### src/rtl/pad_attr_writer_if.sv
// pad_attr_writer_if: request/response/shadow bundle between the register side and the pad ring
interface pad_attr_writer_if #(
  parameter int NumPads = 8,
  parameter int AttrDw  = 32,
  parameter int PadW    = NumPads > 1 ? $clog2(NumPads) : 1
);
  logic [AttrDw-1:0]         warl_mask_i;
  logic                      req_valid_i;
  logic                      req_ready_o;
  logic [PadW-1:0]           req_pad_i;
  logic [AttrDw-1:0]         req_attr_i;
  logic                      rsp_valid_o;
  logic                      rsp_ready_i;
  logic [AttrDw-1:0]         rsp_attr_o;
  logic                      rsp_err_o;
  logic [NumPads*AttrDw-1:0] attr_o;
  logic [NumPads-1:0]        attr_update_o;
  modport slave (
    input  warl_mask_i, req_valid_i, req_pad_i, req_attr_i, rsp_ready_i,
    output req_ready_o, rsp_valid_o, rsp_attr_o, rsp_err_o, attr_o, attr_update_o
  );
  modport master (
    output warl_mask_i, req_valid_i, req_pad_i, req_attr_i, rsp_ready_i,
    input  req_ready_o, rsp_valid_o, rsp_attr_o, rsp_err_o, attr_o, attr_update_o
  );
endinterface

### src/rtl/pad_attr_writer.sv
// pad_attr_writer: masks attribute writes with the WARL mask, commits them per pad, then responds
module pad_attr_writer #(
  parameter int NumPads      = 8,
  parameter int AttrDw       = 32,
  parameter int SettleCycles = 2,
  parameter int PadType      = 2
) (
  input logic             clk_i,
  input logic             rst_i,
  pad_attr_writer_if.slave bus
);
  localparam int PadW    = NumPads > 1 ? $clog2(NumPads) : 1;
  localparam int CntW    = $clog2(SettleCycles + 1) > 0 ? $clog2(SettleCycles + 1) : 1;
  localparam int CntLoad = SettleCycles > 0 ? SettleCycles - 1 : 0;
  if (NumPads < 1 || PadType < 0) begin : g_bad_params
    $error("pad_attr_writer: invalid parameters");
  end
  typedef enum logic [1:0] {IDLE, APPLY, SETTLE, RESP} state_t;
  state_t            state, state_n;
  logic              rdy_q, err_q, accept, pad_bad;
  logic [PadW-1:0]   pad_q;
  logic [AttrDw-1:0] attr_in_q, rsp_q, new_val;
  logic [CntW-1:0]   cnt_q;
  logic [NumPads-1:0] upd;
  logic [AttrDw-1:0] attr_q [NumPads];
  assign accept  = bus.req_valid_i & rdy_q;
  assign pad_bad = 32'(bus.req_pad_i) >= 32'(NumPads);
  assign new_val = attr_in_q & bus.warl_mask_i;
  assign upd     = (state == APPLY) ? NumPads'(1) << pad_q : '0;
  always_comb begin
    state_n = state;
    if (state == IDLE && accept) state_n = pad_bad ? RESP : APPLY;
    if (state == APPLY) state_n = SettleCycles == 0 ? RESP : SETTLE;
    if (state == SETTLE && cnt_q == '0) state_n = RESP;
    if (state == RESP && bus.rsp_ready_i) state_n = IDLE;
  end
  // ready is registered from next-state so it stays low for the first cycle after reset
  always_ff @(posedge clk_i or posedge rst_i)
    if (rst_i) begin
      state     <= IDLE;
      rdy_q     <= 1'b0;
      err_q     <= 1'b0;
      pad_q     <= '0;
      attr_in_q <= '0;
      rsp_q     <= '0;
      cnt_q     <= '0;
    end else begin
      state <= state_n;
      rdy_q <= state_n == IDLE;
      if (accept) begin
        pad_q     <= bus.req_pad_i;
        attr_in_q <= bus.req_attr_i;
        err_q     <= pad_bad;
      end
      if (state == APPLY) begin
        rsp_q <= new_val;
        cnt_q <= CntW'(CntLoad);
      end
      if (state == SETTLE && cnt_q != '0) cnt_q <= cnt_q - 1'b1;
    end
  for (genvar k = 0; k < NumPads; k++) begin : g_pad
    always_ff @(posedge clk_i or posedge rst_i)
      if (rst_i) attr_q[k] <= '0;
      else if (upd[k]) attr_q[k] <= new_val;
    assign bus.attr_o[k*AttrDw +: AttrDw] = upd[k] ? new_val : attr_q[k];
  end
  assign bus.attr_update_o = upd;
  assign bus.req_ready_o   = rdy_q;
  assign bus.rsp_valid_o   = state == RESP;
  assign bus.rsp_err_o     = (state == RESP) & err_q;
  assign bus.rsp_attr_o    = (state == RESP && !err_q) ? rsp_q : '0;
endmodule
### src/flat_wrapper.sv
// flat-port wrapper written by rule: the top's interface ports become plain ports
module pad_attr_writer_flat 
#(
  parameter int NumPads      = 8,
  parameter int AttrDw       = 32,
  parameter int SettleCycles = 2,
  parameter int PadType      = 2
)
  (clk_i, rst_i, bus_warl_mask_i, bus_req_valid_i, bus_req_pad_i, bus_req_attr_i, bus_rsp_ready_i, bus_req_ready_o, bus_rsp_valid_o, bus_rsp_attr_o, bus_rsp_err_o, bus_attr_o, bus_attr_update_o);
  pad_attr_writer_if #(.NumPads(NumPads), .AttrDw(AttrDw)) bus_i ();
  input logic clk_i;
  input logic rst_i;
  input wire logic [$bits(bus_i.warl_mask_i)-1:0] bus_warl_mask_i;
  input wire logic [$bits(bus_i.req_valid_i)-1:0] bus_req_valid_i;
  input wire logic [$bits(bus_i.req_pad_i)-1:0] bus_req_pad_i;
  input wire logic [$bits(bus_i.req_attr_i)-1:0] bus_req_attr_i;
  input wire logic [$bits(bus_i.rsp_ready_i)-1:0] bus_rsp_ready_i;
  output wire logic [$bits(bus_i.req_ready_o)-1:0] bus_req_ready_o;
  output wire logic [$bits(bus_i.rsp_valid_o)-1:0] bus_rsp_valid_o;
  output wire logic [$bits(bus_i.rsp_attr_o)-1:0] bus_rsp_attr_o;
  output wire logic [$bits(bus_i.rsp_err_o)-1:0] bus_rsp_err_o;
  output wire logic [$bits(bus_i.attr_o)-1:0] bus_attr_o;
  output wire logic [$bits(bus_i.attr_update_o)-1:0] bus_attr_update_o;
  assign bus_i.warl_mask_i = bus_warl_mask_i;
  assign bus_i.req_valid_i = bus_req_valid_i;
  assign bus_i.req_pad_i = bus_req_pad_i;
  assign bus_i.req_attr_i = bus_req_attr_i;
  assign bus_i.rsp_ready_i = bus_rsp_ready_i;
  assign bus_req_ready_o = bus_i.req_ready_o;
  assign bus_rsp_valid_o = bus_i.rsp_valid_o;
  assign bus_rsp_attr_o = bus_i.rsp_attr_o;
  assign bus_rsp_err_o = bus_i.rsp_err_o;
  assign bus_attr_o = bus_i.attr_o;
  assign bus_attr_update_o = bus_i.attr_update_o;
  pad_attr_writer #(.NumPads(NumPads), .AttrDw(AttrDw), .SettleCycles(SettleCycles), .PadType(PadType)) u_core (.clk_i(clk_i), .rst_i(rst_i), .bus(bus_i));
endmodule
### config.mk
export PLATFORM = sky130hd
export DESIGN_NAME = pad_attr_writer_flat
export DESIGN_NICKNAME = d
export VERILOG_FILES = /design/src/rtl/pad_attr_writer_if.sv /design/src/rtl/pad_attr_writer.sv /design/src/flat_wrapper.sv
export SDC_FILE = /design/constraint.sdc
export NUM_CORES = 1
export LEC_CHECK = 0
export BUFFER_PORTS_ARGS = -buffer_cell sky130_fd_sc_hd__buf_2
export CAP_MARGIN = 30
export CORE_MARGIN = 4
export CORE_UTILIZATION = 47
export CTS_BUF_LIST = sky130_fd_sc_hd__clkbuf_16
export DETAILED_ROUTE_END_ITERATION = 7
export GPL_TIMING_DRIVEN = 0
export PLACE_DENSITY = 0.75
export SYNTH_ARGS = -nofsm -noshare
export SYNTH_HDL_FRONTEND = slang
export SYNTH_SLANG_ARGS = --single-unit
### constraint.sdc
create_clock -name clk_i -period 9.9 [get_ports clk_i]
set_input_delay 1.485 -clock clk_i [delete_from_list [all_inputs] [get_ports clk_i]]
set_output_delay 1.485 -clock clk_i [all_outputs]
set_load 0.01 [all_outputs]
## Yosys cells after proc, flatten, opt, wreduce, memory -nomap -nowiden

Index checks and enable logic that the tools add are counted.
W data, S select, Z words.

- $add $sub $neg: 1
- Equal/unequal tests: 3
- Shift-type cells: 1
- Multiplexer cells: 16
- Bitwise gates (word level): 2
- Reduce and logical (&&, ||, !) cells: 9

Operator list:

| cell | number |
|---|---|
| $mux W32 | 9 |
| $and A32 B32 Y32 | 1 |
| $mux W2 | 6 |
| $mux W8 | 1 |
| $shl A1 B3 Y8 const A | 1 |
| $logic_not A2 Y1 | 3 |
| $eq A2 B2 Y1 const B | 2 |
| $logic_and A1 B1 Y1 | 4 |
| $reduce_bool A2 Y1 | 2 |
| $eq A2 B1 Y1 const B | 1 |
| $sub A2 B1 Y2 const B | 1 |
| $and A1 B1 Y1 | 1 |

- Register bits: 328
- Input port bits: 71
- Output and inout bits: 299
- Word-level logic and storage cells: 46

## Logic depth before layout (Yosys ltp)

- Word-level depth: 7
- Depth in mapped cells: 6
- Depth with buffers taken out: 5

## Least setup slack after synthesis

No wires, ideal clock.

- Path kind: input -> output
- Start point: input bus_warl_mask_i[23]
- End point: output bus_attr_o[55]
- Arrival time: 2084 ps
- Required time: 8415 ps
- Setup slack: 6331 ps
- Stages: 3
- Path buffers: 1
- Cell sequence: and2_1 clkbuf_1 mux2_1

- Word-level cells in the longest chain between the ends: 2

RTL lines:

| what | line | text |
|---|---|---|
| start: declaration | flat_wrapper.sv:13 | `input wire logic [$bits(bus_i.warl_mask_i)-1:0] bus_warl_mask_i;` |
| $and A32 B32 Y32 | pad_attr_writer.sv:28 | `assign new_val = attr_in_q & bus.warl_mask_i;` |
| $mux W32 | pad_attr_writer.sv:65 | `assign bus.attr_o[k*AttrDw +: AttrDw] = upd[k] ? new_val : attr_q[k];` |
| end: declaration | flat_wrapper.sv:22 | `output wire logic [$bits(bus_i.attr_o)-1:0] bus_attr_o;` |

No other way between the ends.

## Final worst setup path

- Start point: register u_core.state[1]
- End point: output bus_attr_o[247]

- Word-level cells in the longest chain between the ends: 3

RTL lines:

| what | line | text |
|---|---|---|
| start: declaration | pad_attr_writer.sv:19 | `state_t state, state_n;` |
| start signal: assignment | pad_attr_writer.sv:48 | `state <= state_n;` |
| $eq A2 B1 Y1 | pad_attr_writer.sv:29 | `assign upd = (state == APPLY) ? NumPads'(1) << pad_q : '0;` |
| $mux W8 | pad_attr_writer.sv:29 |  |
| $mux W32 | pad_attr_writer.sv:65 |  |

No other way between the ends.

==> results by group <==
Final layout
  • Commonest non-fill, non-tap cell in the layout: buf_2
  • Fin nets: around 1.3k
  • Layout fillers: ~2.1k
  • Share of layout cells above drive strength 1: about three fifths
  • Most frequent cells in the layout: 386 x buf_2, 328 x dfrtp_1, 289 x mux2_2
  • Syn-to-layout area delta: 27.8%

Synthesis
  • Post-synthesis register bit count: about 330
  • Register area share after synthesis: between 60 and 70%
  • Yosys top cell area share: a little under two thirds
  • Adder-Cell Fraction of Synth Area: less than 1%
  • Syn nets: 901
  • Xor/xnor share of the synthesized area: 0%
  • Post-synthesis cell count: 829
  • Mapped Area: ~13,000 um2
  • Synth Area in Simple Gates: roughly 3.8%
  • Synth warn: 0
  • Avg Inst Size Synth: approximately 16 um2
  • Synth cell types: 25
  • Mux contribution to synthesized area: about 29%
  • Largest family of logic cells by synthesized area: multiplexers
  • Biggest area consumer among synthesized cells: dfrtp_1
  • Synthesized-area fraction occupied by ao, oa, aoi and oai cells: 0.377%
  • Top post-synthesis cells by area: dfrtp_1 63%, mux2_2 25%, mux2_4 3.4%, and2_1 1.5%, and3_1 1.5%

Clock network
  • CTS sink cnt: 328
  • CTS Root Cell: clkbuf_16
  • Cts bufs inserted: 35
  • # hold bufs at CTS: 0
  • Clk pin slew, worst setup/hold paths: approximately 60 ps
  • Postcts setup bufs: 0
  • H-Tree Depth: 2
  • CTS tree: done
  • Worst skew pair latency: around 500 ps
  • Cells resized by post-CTS repair: 0
  • CTS Buffer Depth: 3

Timing
  • Final setup fails: 0
  • Slew Limit Fails: 0
  • Skew final: between 10 and 15 ps
  • Final Hold Viols: 0
  • Worst slew pin tran: roughly 1000 ps
  • Unrepaired setup endpoints after global routing: no
  • Setup_tns: 0 ps
  • FMAX: 0.236 GHz
  • Max-slew headroom: around a third
  • Final critical-path required period: between 4000 and 5000 ps
  • Tcrit/Tclk final: a little over two fifths

Global route
  • Routing usage on met3: under 10%
  • GR Util met2: 38.3%
  • Largest net degree at the start of global routing: 44
  • Met1 Usage GRT: between 20 and 30%
  • First-pass GRT wire length: between 50 and 60 mm
  • GRT Total Usage: between 20% and 30%
  • GR peak layer: met2
  • Grt total ovfl: 0
  • Number of global-route vias before repair: between 8k and 9k
  • Initial antenna violation count: 3

Setup path
  • Slowest stage delay, CP: approximately 580 ps
  • Kind of start point of the critical path: register
  • CP Buf/Inv Count: 2
  • WP data required: 8420 ps
  • Crit-path slowest cell: nor2_1
  • CP top delay family: simple AND/OR/NAND/NOR gates
  • Worst EP arrival: ~2800 ps
  • Crit path kind: reg2out
  • Crit end category: output pin
  • Cell Chain, Critical Path: nand3b_1, nor2_1, buf_2, mux2_2, buf_2
  • Crit Path Max Fanout: 10
  • Most used cell, CP: buf_2

Power
  • Worst vdd ir: approximately 0.2 mV
  • Power after layout: between 0.005 and 0.006 W
  • Power per Cell Area: a little over 300 nW/um2
  • Leakage power: around 9.4 nW

Routing
  • Final WL: about 35 mm
  • Vias per std cell: around 5.1
  • DRT iter0 DRCs: 337
  • DRC Markers: 0
  • Routed WL per cell: between 20 and 25 um
  • Post-route ant nets: 0
  • Overall via count from detail_route: 8,227
  • TritonRoute pass-1 iters: 4

Place
  • HPWL Detailed: about 25 mm
  • Gpl congestion: approximately 0.76
  • I/O Buffers: between 300 and 400

Min path
  • Worst hold path type: reg2reg

Flow run
  • Max-Cap Viols: 0

Floorplanning
  • Core area: between 20,000 and 30,000 um2
  • Height of the die: ~170 um
  • Boundary Pins: 370
  • Die ar.: roughly 30,000 um2
  • Row Count: 60
  • Initial cell density of the core: 47.9%
  • Die X: about 170 um

Outcome
  • Status: complete, no violations
area by class of cell:
type	instances	area (um2)	share of cell area [%]
sequential	328	8210	49.6
multi-input combinational	416	4330	26.1
timing repair buffer	377	2030	12.3
clock buffer	37	926	5.59
tap	341	427	2.58
buffer	76	387	2.33
clock inverter	25	214	1.29
inverter	9	37.5	0.227
antenna	1	2.50	0.0151
cells by family (layout without fill, tap and decap cells):
logic type | count (synthesis) | count (layout)
DFF | 328 | 328
muxes | 325 | 325
buffers and inverters | 85 | 524
and+or+nand+nor | 82 | 82
AOI/OAI and AO/OA | 7 | 7
adders and majority gates | 1 | 1
other | 1 | 2
Yosys cell counts:
master and number:
dfrtp_1 328, mux2_2 289, clkbuf_1 47, and2_1 32, and3_1 32, mux2_4 29
buf_2 18, buf_6 10, inv_1 9, mux2_1 7, nor2_1 5, nand2_1 4
nand2b_1 3, or3_1 3, a21oi_1 2, a22o_1 2, a22oi_1 1, buf_4 1
conb_1 1, ha_1 1, nand3b_1 1, nor3_2 1, o22ai_1 1, o31ai_1 1
or4_1 1
report_power, final:
group | switching (W) | internal [W]
registers | 0.000167 | 0.00187
logic | 0.000963 | 0.000855
clock network | 0.000512 | 0.000778
stage by stage:
stage	instance area [um2]	hold slack, ps	worst slack, ps	instances	utilization (%)
after floorplan	13000	471	4040	829	-
after CTS	16600	487	5590	1609	61.3
after global placement	15200	468	2210	1538	56.4
final	16600	483	5650	1610	61.3
after detailed placement	15400	474	5920	1547	57.1
after global routing	16600	501	5520	1610	61.3
path summary, 6_finish.rpt:
| kind | start | end | slack [ps] | cells after the start |
|---|---|---|---|---|
| hold reg to reg | u_core.attr_q[221] | u_core.attr_q[221] | 480 | 1 |
| setup / recovery | u_core.state[1] | bus_attr_o[247] | 5650 | 5 |
| hold / removal | u_core.attr_q[221] | u_core.attr_q[221] | 480 | 1 |
| setup reg to reg | u_core.state[1] | u_core.attr_q[25] | 7660 | 4 |
| min in group asynchronous | rst_i | u_core.attr_in_q[29] | 1020 | 2 |
| max in group asynchronous | rst_i | u_core.rsp_q[9] | 7670 | 6 |
state kept, by name (all words and copies together), names as in the netlist:
register                cells
u_core.attr_q             256
u_core.attr_in_q           32
u_core.rsp_q               32
u_core.cnt_q                2
u_core.state                2
u_core.pad_q                3
u_core.bus.req_ready_o      1
metal layers:
metal | wire (um) | vias to the layer above
li1 | - | 3700
met1 | 13700 | 4146
met2 | 16800 | 307
met3 | 2960 | 70
met4 | 1160 | 4
met5 | 22 | -
Power figures use the tool's default switching activity.
